### src/rtl/teclado_pkg.sv
// rtl/teclado_pkg.sv - shared keycode widths and helpers for the keypad register FIFO
package teclado_pkg;

  localparam int ROW_W_DEF = 2;
  localparam int COL_W_DEF = 2;

  function automatic int key_width(input int row_w, input int col_w);
    return row_w + col_w;
  endfunction

  typedef logic [ROW_W_DEF+COL_W_DEF-1:0] keycode_t;

endpackage

### src/rtl/filtro_repeticion.sv
// rtl/filtro_repeticion.sv - last-key register plus holdoff counter, flags repeats of the same key
module filtro_repeticion #(
  parameter int KW      = 4,
  parameter int HOLDOFF = 16
) (
  input  logic          clk,
  input  logic          rst_n,
  input  logic          clear,
  input  logic [KW-1:0] key,
  input  logic          we,
  input  logic          accept,
  output logic          discard
);

  localparam int CW = $clog2(HOLDOFF + 1);

  logic [KW-1:0] last;
  logic [CW-1:0] holdoff;

  assign discard = we && (holdoff != '0) && (key == last);

  always_ff @(posedge clk or negedge rst_n) begin
    if (!rst_n) begin
      last    <= '0;
      holdoff <= '0;
    end else if (clear) begin
      last    <= '0;
      holdoff <= '0;
    end else if (accept) begin
      last    <= key;
      holdoff <= CW'(HOLDOFF);
    end else if (holdoff != '0) begin
      holdoff <= holdoff - CW'(1);
    end
  end

endmodule

### src/rtl/registro_teclado_fifo.sv
// rtl/registro_teclado_fifo.sv - keypad keycode FIFO with valid/ready output; TECLADO_REPEAT_FILTER_EN adds repeat filtering
module registro_teclado_fifo
  import teclado_pkg::*;
#(
  parameter int ROW_W   = ROW_W_DEF,
  parameter int COL_W   = COL_W_DEF,
  parameter int DEPTH   = 4,
  parameter int HOLDOFF = 16
) (
  input  logic                             clk_i,
  input  logic                             reset_ni,
  input  logic                             clear_i,
  input  logic                             we_i,
  input  logic [ROW_W-1:0]                 cuenta_i,
  input  logic [COL_W-1:0]                 dato_codificador_i,
  output logic [key_width(ROW_W,COL_W)-1:0] dato_teclado_o,
  output logic                             valid_o,
  input  logic                             ready_i,
  output logic [$clog2(DEPTH):0]           count_o,
  output logic                             full_o,
  output logic                             empty_o,
  output logic                             overflow_o
);

  localparam int KW   = key_width(ROW_W, COL_W);
  localparam int PW   = $clog2(DEPTH);
  localparam int CNTW = PW + 1;

  logic [KW-1:0]   mem [DEPTH];
  logic [PW-1:0]   wr_ptr, rd_ptr;
  logic [CNTW-1:0] count;
  logic            overflow;
  logic [KW-1:0]   key;
  logic            full, empty, pop, push, cand, discard;

  assign key   = {cuenta_i, dato_codificador_i};
  assign full  = (count == CNTW'(DEPTH));
  assign empty = (count == '0);
  assign pop   = !empty && ready_i;
  assign cand  = we_i && !discard;
  // A full FIFO still takes a key when a pop frees a slot in the same cycle.
  assign push  = cand && (!full || pop);

`ifdef TECLADO_REPEAT_FILTER_EN
  filtro_repeticion #(
    .KW      (KW),
    .HOLDOFF (HOLDOFF)
  ) u_filtro (
    .clk     (clk_i),
    .rst_n   (reset_ni),
    .clear   (clear_i),
    .key     (key),
    .we      (we_i),
    .accept  (push && !clear_i),
    .discard (discard)
  );
`else
  logic unused_holdoff;
  assign unused_holdoff = (HOLDOFF > 0);
  assign discard        = 1'b0;
`endif

  always_ff @(posedge clk_i or negedge reset_ni) begin
    if (!reset_ni) begin
      wr_ptr   <= '0;
      rd_ptr   <= '0;
      count    <= '0;
      overflow <= 1'b0;
      for (int i = 0; i < DEPTH; i++) mem[i] <= '0;
    end else if (clear_i) begin
      wr_ptr   <= '0;
      rd_ptr   <= '0;
      count    <= '0;
      overflow <= 1'b0;
    end else begin
      if (push) begin
        mem[wr_ptr] <= key;
        wr_ptr      <= wr_ptr + PW'(1);
      end
      if (pop) rd_ptr <= rd_ptr + PW'(1);
      if (push && !pop)      count <= count + CNTW'(1);
      else if (pop && !push) count <= count - CNTW'(1);
      if (cand && full && !pop) overflow <= 1'b1;
    end
  end

  assign dato_teclado_o = mem[rd_ptr];
  assign valid_o        = !empty;
  assign count_o        = count;
  assign full_o         = full;
  assign empty_o        = empty;
  assign overflow_o     = overflow;

endmodule

### config.mk
export PLATFORM = sky130hd
export DESIGN_NAME = registro_teclado_fifo
export DESIGN_NICKNAME = d
export VERILOG_FILES = /design/src/rtl/teclado_pkg.sv /design/src/rtl/filtro_repeticion.sv /design/src/rtl/registro_teclado_fifo.sv
export SDC_FILE = /design/constraint.sdc
export NUM_CORES = 1
export LEC_CHECK = 0
export CORE_AREA = 3 3 45 67
export CTS_BUF_LIST = sky130_fd_sc_hd__clkbuf_16
export DETAILED_ROUTE_END_ITERATION = 8
export DIE_AREA = 0 0 48 70
export GPL_ROUTABILITY_DRIVEN = 0
export GPL_TIMING_DRIVEN = 1
export HOLD_SLACK_MARGIN = 0.02
export PLACE_DENSITY = 0.86
export SYNTH_ARGS = -nofsm -noshare
export SYNTH_HDL_FRONTEND = slang
export SYNTH_HIERARCHICAL = 1
export SYNTH_SLANG_ARGS = --single-unit
### constraint.sdc
create_clock -name clk_i -period 3.9 [get_ports clk_i]
set_clock_uncertainty 0.05 [all_clocks]
set_input_delay 0.78 -clock clk_i [delete_from_list [all_inputs] [get_ports clk_i]]
set_output_delay 0.78 -clock clk_i [all_outputs]
set_load 0.005 [all_outputs]
* Word-level counts from Yosys, hierarchy flattened *
Cells that the tools add are included.

cells by class
  add/subtract/negate cells = 4
  $mul = 0
  div/mod/pow operators = 0
  $lt $le $gt $ge = 3
  equal/unequal tests = 1
  shift-type cells = 0
  mux-type cells = 15
  bitwise gates (word level) = 3
  reduce and logical (&&, ||, !) cells = 18

operators by type and width
  kind                   number
  $bwmux W16             1
  $mux W4                3
  $mux W3                3
  $bmux W4 S2            1
  $demux W4 S2           1
  $mux W2                4
  $logic_and A1 B1 Y1    7
  $ge A3 B3 Y1 const B   2
  $not A2 Y3             2
  $reduce_bool A2 Y1     3
  $add A2 B1 Y2 const B  2
  $logic_not A1 Y1       4
  $add A3 B1 Y3 const B  1
  $eq A3 B3 Y1 const B   1
  $logic_not A3 Y1       1
  $lt A3 B1 Y1 const B   1
  $reduce_bool A3 Y1     1
  $sub A3 B1 Y3 const B  1
  $mux W1                2
  $reduce_and A2 Y1      1
  $logic_or A1 B1 Y1     1
  $not A1 Y1             1

storage, ports and cells
  bits in registers = 24
  latch bits = 0
  bits in writable memories = 0
  ROM bits = 0
  input port bits = 9
  output and inout bits = 11
  word-level logic and storage cells = 52
  memories = 0

* Longest topological paths before layout *
Gate-level depths: netlist of the first run.

  depth after elaboration = 10
  mapped depth = 8
  gate-level depth less buffers = 7

* Worst setup path after synthesis of the first run *
OpenSTA, ideal clock, no wires.

  path type = input to register
  from = input ready_i
  to = register mem[0] (netlist name)
  library setup time = 0.128 ns
  arrival time = 1.939 ns
  required time = 3.722 ns
  slack = 1.784 ns
  stages = 5
  buffers on the path = 2
  cell sequence = buf_6 -> or4b_4 -> buf_6 -> nand4b_4 -> mux2_1

between the ends
  longest elaborated chain between the ends = 4

RTL lines
  item                            RTL line                     source
  start: declaration              registro_teclado_fifo.sv:18  input logic ready_i,
  $logic_and A1 B1 Y1             registro_teclado_fifo.sv:39  assign pop = !empty && ready_i;
  $logic_or A1 B1 Y1              registro_teclado_fifo.sv:42  assign push = cand && (!full || pop);
  $logic_and A1 B1 Y1             registro_teclado_fifo.sv:42
  $reduce_and A2 Y1 (no line)     --
  end signal: indexed assignment  registro_teclado_fifo.sv:77  mem[wr_ptr] <= key;
  end: declaration                registro_teclado_fifo.sv:29  logic [KW-1:0] mem [DEPTH];

No other way between the ends.
A chain may end at the register's enable or synchronous reset.

* Final worst setup path of the first run *
  from = register count[1] (netlist: count_o[1])
  to = output empty_o

between the ends
  longest elaborated chain between the ends = 1

RTL lines
  item                      RTL line                     source
  start: declaration        registro_teclado_fifo.sv:31  logic [CNTW-1:0] count;
  start signal: assignment  registro_teclado_fifo.sv:81  if (push && !pop) count <= count + CNTW'(1);
  start signal: assignment  registro_teclado_fifo.sv:82  else if (pop && !push) count <= count - CNTW'(1);
  $logic_not A3 Y1          registro_teclado_fifo.sv:38  assign empty = (count == '0);
  end: declaration          registro_teclado_fifo.sv:21  output logic empty_o,

No other way between the ends.

==> results.sh, run 1 <==
export IMPL_cts_buffer_depth=2
export IMPL_maxCapViolations=0
export IMPL_path_buf_inv=2
export IMPL_synth_distinct_cells=33
export IMPL_rsz0062_at_grt="no"
export IMPL_cp_startpoint="count_o[1]$_DFFE_PN0P_"
export IMPL_cp_slowest_stage_delay_ns=0.52
export IMPL_die_w_um=48
export IMPL_final_common_cell="dfrtp_1"
export IMPL_fin_total_pwr_uw=1135
export IMPL_io_pins=20
export IMPL_crit_reg2reg_capture="count_o[2]$_DFFE_PN0P_"
export IMPL_power_density_nw_per_um2=687.1
export IMPL_p_leak_uw=0.0007169
export IMPL_finalMaxSlewViolations=0
export IMPL_crit_chain="or3_2 -> inv_1 -> clkdlybuf4s50_1"
export IMPL_postCtsResizedCells=0
export IMPL_vias_per_cell=6.090
export IMPL_crit_arrival_ns=1.81
export IMPL_grt_pass1_vias=910
export IMPL_coreArea_um2=2477
export IMPL_drive_above_1_share_pct=18.18
export IMPL_h_tree_depth=1
export IMPL_n_antenna_cell=0
export IMPL_nFillCells=191
export IMPL_max_freq_mhz=378.6
export IMPL_placed_area_um2=1546
export IMPL_utilization_pct=66.67
export IMPL_drt_first_iter_violations=17
export IMPL_critPathKind="reg2out"
export IMPL_rrSetupSlack_ns=1.99
export IMPL_drc=0
export IMPL_cts_hold_buffers=0
export IMPL_vias=883
export IMPL_run_status="finished clean"
export IMPL_clock_sinks=24
export IMPL_grt_usage_pct=17.36
export IMPL_io_buffers=19
export IMPL_worstHoldPathCells=1
export IMPL_synth_edff_count=0
export IMPL_post_cts_buffers=0
export IMPL_detail_route_wl_per_cell_um=17.48
export IMPL_seq_area_um2=600.6
export IMPL_syn_nets=119
export IMPL_hold_class="reg2reg"
export IMPL_hpwl_um=1833
export IMPL_setup_viol=0
export IMPL_peakVddDrop_mv=0.4148
export IMPL_hold_start="mem[10]$_DFFE_PN0P_"
export IMPL_critPathMaxFanout=10
export IMPL_multi_input_area_um2=695.7
export IMPL_grt_pass1_wl_um=4215
export IMPL_root_buffer="clkbuf_16"
export IMPL_final_cell_mix="dfrtp_1 (24), clkdlybuf4s50_1 (19), mux2_1 (12)"
export IMPL_nNetsFinal=136
export IMPL_yosys_warnings=6
export IMPL_period_needed_ns=2.641
export IMPL_clk_pin_slew_ns=0.06
export IMPL_finalHoldViolations=0
export IMPL_cts_tree="done"
export IMPL_worst_pin_slew_ns=1.039
export IMPL_dr_pass1_iters=4
export IMPL_critPathRequiredTime_ns=3.07
export IMPL_syn_area_um2=1380
export IMPL_die_h_um=70
export IMPL_synth_area_per_cell_um2=13.14
export IMPL_whs_endpoint="mem[10]$_DFFE_PN0P_"
export IMPL_grt_ovfl_total=0
export IMPL_grt_max_degree=25
export IMPL_die_area_um2=3360
export IMPL_seq_area_frac_synth_pct=43.52
export IMPL_drt_wl_total_um=2534
export IMPL_numCtsBuffers=3
export IMPL_area_delta_synth_final_pct=19.67
export IMPL_ys_seq_elements=24
export IMPL_synthArstFlopShare_pct=100.0
export IMPL_finalCritPeriodShare_pct=67.73
export IMPL_start_kind="flop"
export IMPL_crit_family="buffers and inverters"
export IMPL_cpMaxStageDelayCell="or3_2"
export IMPL_max_slew_margin_pct=30.49
export IMPL_ys_flop_type="dfrtp_1"
export IMPL_crit_path_end_kind="output pin"
export IMPL_rr_startpoint="count_o[0]$_DFFE_PN0P_"
export IMPL_clock_latency_ns=0.25
export IMPL_antenna_found_initial=0
export IMPL_final_area_um2=1652
export IMPL_ff2ff_path_depth=7
export IMPL_ant_nets=0
export IMPL_start_util_pct=55.71
export IMPL_setup_tns_ns=0
export IMPL_row_count=22
export IMPL_synthCells=105
-- registers in the layout, indices dropped and copies added (netlist names) --
register    flops
mem            16
rd_ptr          2
count_o         3
wr_ptr          2
overflow_o      1
-- metal layers --
| layer | routed length (um) | vias to the layer above | track usage, % |
|---|---|---|---|
| met5 | 0 | - | 0 |
| met4 | 22 | 0 | 7.485 |
| met3 | 114 | 5 | 3.351 |
| met2 | 1382 | 34 | 28.13 |
| met1 | 1014 | 438 | 21.12 |
| li1 | - | 406 | - |
-- kinds of logic (layout without fill, tap and decap cells) --
kind of cell	after synthesis	count (layout)	share of synthesized area, %
flip-flops	24	24	43.52
AND/OR/NAND/NOR	23	23	14.69
multiplexers	22	22	22.30
AO/OA/AOI/OAI	14	14	6.438
buffers and inverters	14	30	6.074
adder cells (fa/ha/maj)	5	5	5.077
XOR/XNOR	3	3	1.904
-- how the worst max path moves through the flow --
stage | endpoint | slack (ns) | cells past startpoint
3_5_place_dp | count_o[2]$_DFFE_PN0P_ | 1.18 | 8
5_1_grt | empty_o | 1.19 | 3
6_report | empty_o | 1.26 | 3
4_1_cts | empty_o | 1.26 | 3
2_1_floorplan | mem[0]$_DFFE_PN0P_ | 1.78 | 5
3_3_place_gp | count_o[2]$_DFFE_PN0P_ | 1.26 | 8
-- worst register-to-register path: stages, from the launching register on --
cell,delay [ns]
dfrtp_1,0.53
nor2_1,0.09
and2_1,0.18
nor3_1,0.23
fa_1,0.27
o21ai_0,0.09
a31o_2,0.23
a31oi_1,0.15
-- where the power goes --
group | switching (uW) | total [uW] | internal, uW
clock network | 81.2 | 285 | 204
registers | 87.9 | 423 | 335
logic | 147 | 427 | 281
-- metrics by stage --
step,hold slack (ns),setup slack [ns],std cells
2_1_floorplan,0.4089,1.784,105
3_3_place_gp,0.4199,1.263,141
3_5_place_dp,0.4303,1.178,141
4_1_cts,0.4444,1.257,145
5_1_grt,0.4701,1.192,145
6_report,0.4403,1.259,145
-- area by class of cell --
type	count	share of cell area, %
sequential	24	36.36
clock inverter	1	1.818
timing repair buffer	20	11.97
multi-input combinational	67	42.12
clock buffer	3	4.545
inverter	6	1.364
tap	24	1.818
-- synthesized netlist by cell type (2+ instances only) --
cell	n	area, um2
a21oi_1	4	20.02
buf_4	2	15.01
buf_6	3	33.78
clkbuf_1	2	7.510
dfrtp_1	24	600.6
ha_1	4	50.05
inv_1	6	22.52
mux2_1	12	135.1
mux2_2	2	22.52
mux2_4	4	60.06
mux4_2	4	90.09
nand3_1	2	10.01
nand4b_4	4	95.09
nor2_1	9	33.78
nor3b_1	2	15.01
o21ai_0	3	15.01
xor2_1	2	17.52
No activity file was read; power rests on OpenSTA's default activity.
==> inputs of run 2 (changes only) <==
--- a/config.mk
+++ b/config.mk
@@ -5,14 +5,14 @@
 export SDC_FILE = /design/constraint.sdc
 export NUM_CORES = 1
 export LEC_CHECK = 0
-export CORE_AREA = 3 3 45 67
+export CORE_AREA = 3 3 48 72
 export CTS_BUF_LIST = sky130_fd_sc_hd__clkbuf_16
 export DETAILED_ROUTE_END_ITERATION = 8
-export DIE_AREA = 0 0 48 70
+export DIE_AREA = 0 0 51 75
 export GPL_ROUTABILITY_DRIVEN = 0
 export GPL_TIMING_DRIVEN = 1
 export HOLD_SLACK_MARGIN = 0.02
-export PLACE_DENSITY = 0.86
+export PLACE_DENSITY = 0.8
 export SYNTH_ARGS = -nofsm -noshare
 export SYNTH_HDL_FRONTEND = slang
 export SYNTH_HIERARCHICAL = 1
==> constraint.sdc (replaced) <==
create_clock -name clk_i -period 2.4 [get_ports clk_i]
set_clock_uncertainty 0.05 [all_clocks]
set_input_delay 0.48 -clock clk_i [delete_from_list [all_inputs] [get_ports clk_i]]
set_output_delay 0.48 -clock clk_i [all_outputs]
set_load 0.005 [all_outputs]
==> run 2 against run 1 <==
  * Setup slack lost 1.1 ns
  * Highest routed layer unchanged
  * Count of clock-buffer cells in the layout unchanged
  * Sequential cell count is the same
  * Critical path depth unchanged
  * Sequential share of layout area down 1.1 points
  * Global-route usage down 1.1 points
  * Die area grew 14%
  * Via count rose by 0.23%
  * Core utilization down 7.9 points
  * Routed wire length increased by 4.0%
  * Largest cell class unchanged
  * Largest power group unchanged
  * Critical endpoint unchanged
  * Power increased by 66%
==> results.sh, run 2 (synthesized netlist as in run 1, its figures left out) <==
export IMPL_clock_latency_ns=0.25
export IMPL_finalHoldViolations=0
export IMPL_largest_register="mem"
export IMPL_peakVddDrop_mv=0.6064
export IMPL_detail_route_wl_per_cell_um=15.98
export IMPL_die_w_um=51
export IMPL_seq_area_um2=603.1
export IMPL_rsz0062_at_grt="no"
export IMPL_start_util_pct=47.38
export IMPL_h_tree_depth=1
export IMPL_worst_pin_slew_ns=0.4788
export IMPL_max_slew_margin_pct=67.63
export IMPL_area_delta_synth_final_pct=23.93
export IMPL_start_kind="flop"
export IMPL_max_freq_mhz=438.4
export IMPL_final_common_cell="dfrtp_1"
export IMPL_multi_input_area_um2=695.7
export IMPL_final_cell_mix="dfrtp_1 (22), clkdlybuf4s50_1 (19), mux2_1 (12)"
export IMPL_vias=885
export IMPL_utilization_pct=58.72
export IMPL_power_density_nw_per_um2=1099
export IMPL_die_h_um=75
export IMPL_maxCapViolations=0
export IMPL_critPathMaxFanout=12
export IMPL_cts_tree="done"
export IMPL_finalCritPeriodShare_pct=95.04
export IMPL_clock_sinks=24
export IMPL_critPathRequiredTime_ns=1.87
export IMPL_numCtsBuffers=3
export IMPL_post_cts_buffers=0
export IMPL_cts_hold_buffers=0
export IMPL_grt_usage_pct=16.28
export IMPL_vias_per_cell=5.364
export IMPL_antenna_found_initial=0
export IMPL_drt_wl_total_um=2636
export IMPL_ant_nets=0
export IMPL_postCtsResizedCells=0
export IMPL_clk_pin_slew_ns=0.06
export IMPL_grt_ovfl_total=0
export IMPL_n_antenna_cell=0
export IMPL_row_count=24
export IMPL_period_needed_ns=2.281
export IMPL_dr_pass1_iters=4
export IMPL_hpwl_um=1978
export IMPL_p_leak_uw=0.0007387
export IMPL_root_buffer="clkbuf_16"
export IMPL_cts_buffer_depth=2
export IMPL_crit_path_end_kind="output pin"
export IMPL_finalMaxSlewViolations=0
export IMPL_crit_arrival_ns=1.75
export IMPL_grt_pass1_wl_um=4643
export IMPL_run_status="finished clean"
export IMPL_drc=0
export IMPL_setup_viol=0
export IMPL_coreArea_um2=2913
export IMPL_setup_tns_ns=0
export IMPL_die_area_um2=3825
export IMPL_grt_max_degree=25
export IMPL_nNetsFinal=141
export IMPL_nFillCells=243
export IMPL_drive_above_1_share_pct=23.02
export IMPL_drt_first_iter_violations=24
export IMPL_io_pins=20
export IMPL_hold_class="reg2reg"
export IMPL_grt_pass1_vias=1003
export IMPL_critPathKind="reg2out"
export IMPL_io_buffers=19
export IMPL_largest_register_ffs=16
-- run 2: cell count changes in the layout (fill, tap and decap cells not counted) --
cell / delta
dfrtp_1: -2
dfrtp_2: +2
buf_4: +5
-- run 2: critical path: stages, from the launching register on --
cell and delay, ns:
dfrtp_2 0.48, or3_2 0.45, inv_1 0.06, clkdlybuf4s50_1 0.50
-- run 2: where the power goes --
| group | total, uW | switching [uW] | internal [uW] |
|---|---|---|---|
| registers | 664 | 117 | 547 |
| clock network | 469 | 138 | 331 |
| logic | 746 | 271 | 474 |
-- run 2: cell type report --
cell class	count	area share (%)
Multi-Input combinational cell	67	40.67
Timing Repair Buffer	25	13.75
Inverter	6	1.317
Sequential cell	24	35.26
Tap cell	39	2.853
Clock buffer	3	4.389
Clock inverter	1	1.756
-- run 2: path summary, 6_finish.rpt --
kind	from	to	slack, ns	cells past startpoint
hold reg to reg	mem[9]$_DFFE_PN0P_	mem[9]$_DFFE_PN0P_	0.44	1
setup / recovery	count_o[2]$_DFFE_PN0P_	empty_o	0.12	3
min in group asynchronous	reset_ni	overflow_o$_DFFE_PN0P_	0.54	2
max in group asynchronous	reset_ni	rd_ptr[0]$_DFFE_PN0P_	1.50	2
setup reg to reg	count_o[1]$_DFFE_PN0P_	count_o[2]$_DFFE_PN0P_	0.50	8
hold / removal	mem[9]$_DFFE_PN0P_	mem[9]$_DFFE_PN0P_	0.44	1
-- run 2: through the flow --
stage	setup WS, ns	power, uW	hold slack (ns)	area (um2)	instances
after floorplan	0.5835	1114	0.1344	1380	105
after global placement	0.05886	1385	0.4227	1603	161
after detailed placement	0.01107	1419	0.4304	1603	161
after CTS	0.02024	1903	0.4447	1708	165
after global routing	0.03797	2009	0.4686	1710	165
final	0.1190	1879	0.4386	1710	165
-- run 2: layer usage --
layer	track usage, %	part of all wire, %	wire [um]	up-vias
li1	-	-	-	418
met1	18.45	42	1097	441
met2	30.70	54	1432	24
met3	3.168	3.7	97	2
met4	4.491	0.34	9	0
met5	0	0	0	-
==> inputs of run 3 (changes only) <==
--- a/config.mk
+++ b/config.mk
@@ -5,14 +5,15 @@
 export SDC_FILE = /design/constraint.sdc
 export NUM_CORES = 1
 export LEC_CHECK = 0
-export CORE_AREA = 3 3 48 72
+export ABC_AREA = 1
+export CORE_AREA = 3 3 55 82
 export CTS_BUF_LIST = sky130_fd_sc_hd__clkbuf_16
 export DETAILED_ROUTE_END_ITERATION = 8
-export DIE_AREA = 0 0 51 75
+export DIE_AREA = 0 0 58 85
 export GPL_ROUTABILITY_DRIVEN = 0
 export GPL_TIMING_DRIVEN = 1
 export HOLD_SLACK_MARGIN = 0.02
-export PLACE_DENSITY = 0.8
+export PLACE_DENSITY = 0.63
 export SYNTH_ARGS = -nofsm -noshare
 export SYNTH_HDL_FRONTEND = slang
 export SYNTH_HIERARCHICAL = 1
==> constraint.sdc (replaced) <==
create_clock -name clk_i -period 2.06 [get_ports clk_i]
set_clock_uncertainty 0.05 [all_clocks]
set_input_delay 0.412 -clock clk_i [delete_from_list [all_inputs] [get_ports clk_i]]
set_output_delay 0.412 -clock clk_i [all_outputs]
set_load 0.005 [all_outputs]
==> run 3 against run 2 <==
  * Critical path depth is 1 higher
  * Power rose by 4.9%
  * Final area increased by 1.7%
==> results.sh, run 3 <==
export IMPL_drt_wl_total_um=2888
export IMPL_largest_register_ffs=16
export IMPL_root_buffer="clkbuf_16"
export IMPL_synth_simple_gate_area_share_pct=34.66
export IMPL_synth_compound_area_share_pct=6.818
export IMPL_yosys_area_share_xor_xnor_pct=1.326
export IMPL_finalHoldViolations=0
export IMPL_io_buffers=19
export IMPL_setup_viol=0
export IMPL_coreArea_um2=3924
export IMPL_synth_most_common_cell="nand2_1"
export IMPL_h_tree_depth=1
export IMPL_vias_per_cell=4.640
export IMPL_cts_hold_buffers=0
export IMPL_grt_max_degree=25
export IMPL_p_leak_uw=0.0009359
export IMPL_cts_tree="done"
export IMPL_critPathKind="reg2out"
export IMPL_hpwl_um=2231
export IMPL_grt_ovfl_total=0
export IMPL_utilization_pct=44.32
export IMPL_period_needed_ns=1.971
export IMPL_max_freq_mhz=507.5
export IMPL_yosys_warnings=6
export IMPL_hold_ws_ns=0.4191
export IMPL_hold_class="reg2reg"
export IMPL_ys_flop_type="dfrtp_1"
export IMPL_syn_area_um2=1321
export IMPL_finalMaxSlewViolations=0
export IMPL_synth_mux_area_share_pct=0
export IMPL_synth_fa_ha_area_share_pct=5.303
export IMPL_area_delta_synth_final_pct=31.63
export IMPL_nFillCells=409
export IMPL_row_count=28
export IMPL_drive_above_1_share_pct=17.26
export IMPL_vias=1123
export IMPL_power_density_nw_per_um2=1133
export IMPL_detail_route_wl_per_cell_um=11.93
export IMPL_synth_area_leader_cell="dfrtp_1"
export IMPL_n_antenna_cell=0
export IMPL_synthArstFlopShare_pct=100.0
export IMPL_fin_cells=242
export IMPL_die_area_um2=4930
export IMPL_max_slew_margin_pct=79.22
export IMPL_crit_path_end_kind="output pin"
export IMPL_seq_area_um2=601.8
export IMPL_yosys_area_top_type_share_pct=45.45
export IMPL_dr_pass1_iters=4
export IMPL_ys_seq_elements=24
export IMPL_grt_usage_pct=12.82
export IMPL_io_pins=20
export IMPL_clock_sinks=24
export IMPL_setup_tns_ns=0
export IMPL_cts_buffer_depth=2
export IMPL_final_common_cell="nand2_1"
export IMPL_worst_pin_slew_ns=0.3117
export IMPL_critPathRequiredTime_ns=1.60
export IMPL_largest_register="mem"
export IMPL_final_area_um2=1739
export IMPL_critPathMaxFanout=5
export IMPL_syn_nets=179
export IMPL_die_h_um=85
export IMPL_synthCells=165
export IMPL_nNetsFinal=213
export IMPL_antenna_found_initial=0
export IMPL_clk_pin_slew_ns=0.06
export IMPL_start_kind="flop"
export IMPL_synth_edff_count=0
export IMPL_crit_arrival_ns=1.51
export IMPL_synth_area_per_cell_um2=8.008
export IMPL_finalCritPeriodShare_pct=95.66
export IMPL_die_w_um=58
export IMPL_seq_area_frac_synth_pct=45.45
export IMPL_multi_input_area_um2=640.6
export IMPL_drc=0
export IMPL_place_inst=235
export IMPL_synth_top_family_by_area="simple AND/OR/NAND/NOR gates"
export IMPL_final_cell_mix="nand2_1 (62), dfrtp_1 (23), inv_1 (16)"
export IMPL_maxCapViolations=0
export IMPL_peakVddDrop_mv=0.6764
export IMPL_grt_pass1_vias=1080
export IMPL_ys_top_cells_by_area="dfrtp_1 (45%), nand2_1 (18%), inv_1 (5.1%), nand2_4 (4.3%), ha_1 (3.8%)"
export IMPL_ant_nets=0
export IMPL_start_util_pct=33.67
export IMPL_grt_pass1_wl_um=4933
export IMPL_placed_area_um2=1615
export IMPL_run_status="finished clean"
export IMPL_drt_first_iter_violations=15
export IMPL_clock_latency_ns=0.25
export IMPL_synth_distinct_cells=21
export IMPL_numCtsBuffers=3
export IMPL_synth_common_cells="nand2_1 (62), dfrtp_1 (24), inv_1 (18)"
-- run 3: cell types whose count changed in the layout (fill, tap and decap cells not counted), moves of 4 or more --
cell,change
nand2_1,+62
mux2_1,-12
inv_1,+10
o21ai_0,+7
nand2_4,+5
buf_4,+4
clkdlybuf4s50_1,-4
mux2_4,-4
mux4_2,-4
nand4b_4,-4
nor2_2,+4
-- run 3: cell families (layout without fill, tap and decap cells) --
family	count (synthesis)	after routing
adders and majority gates	5	5
xor gates and xnor gates	2	2
and+or+nand+nor	96	96
AOI/OAI and AO/OA	17	17
buffers and inverters	21	53
DFF	24	24
-- run 3: cell type report --
cell class / instances / share of cell area [%]
flip-flops and latches: 24 / 34.60
inverters: 20 / 4.748
clock buffers: 3 / 4.317
repair buffers: 30 / 16.26
multi-input cells: 120 / 36.83
well taps: 45 / 3.237
-- run 3: worst max-delay path: stages, from the launching register on --
cell	delay [ns]
dfrtp_2	0.44
nor2_4	0.16
nand2_2	0.11
inv_1	0.06
clkdlybuf4s50_1	0.49
-- run 3: layer usage --
layer / GRT usage (%) / wire length, um / vias up
met5: 0 / 0 / -
met4: 6.329 / 59 / 0
met3: 1.370 / 57 / 5
met2: 22.53 / 1552 / 14
met1: 15.07 / 1218 / 528
li1: - / - / 576
-- run 3: worst paths after layout --
path,start,endpoint,slack [ns],cells past startpoint
setup / recovery,count_o[1]$_DFFE_PN0P_,empty_o,0.09,4
hold / removal,mem[5]$_DFFE_PN0P_,mem[5]$_DFFE_PN0P_,0.42,2
setup reg to reg,count_o[2]$_DFFE_PN0P_,count_o[2]$_DFFE_PN0P_,0.19,12
hold reg to reg,mem[5]$_DFFE_PN0P_,mem[5]$_DFFE_PN0P_,0.42,2
max in group asynchronous,reset_ni,count_o[1]$_DFFE_PN0P_,1.23,2
min in group asynchronous,reset_ni,overflow_o$_DFFE_PN0P_,0.47,2
-- run 3: report_power, final --
group / leakage (uW) / switching, uW / internal, uW
clock: 0.0000370 / 153 / 256
sequential: 0.000308 / 126 / 632
combinational: 0.000591 / 394 / 410
total: 0.000936 / 672 / 1300
-- run 3: timing repair --
item | CTS | global route
resized for setup | 3 | 7
setup buffers | 1 | 3
setup endpoints to repair | 4 | 5
-- run 3: through the flow --
step | setup slack, ns | power [uW]
2_1_floorplan | 0.2531 | 1184
3_5_place_dp | -0.07554 | 1553
5_1_grt | -0.004759 | 2144
4_1_cts | 0.01178 | 1971
3_3_place_gp | -0.03688 | 1546
6_report | 0.08941 | 1971
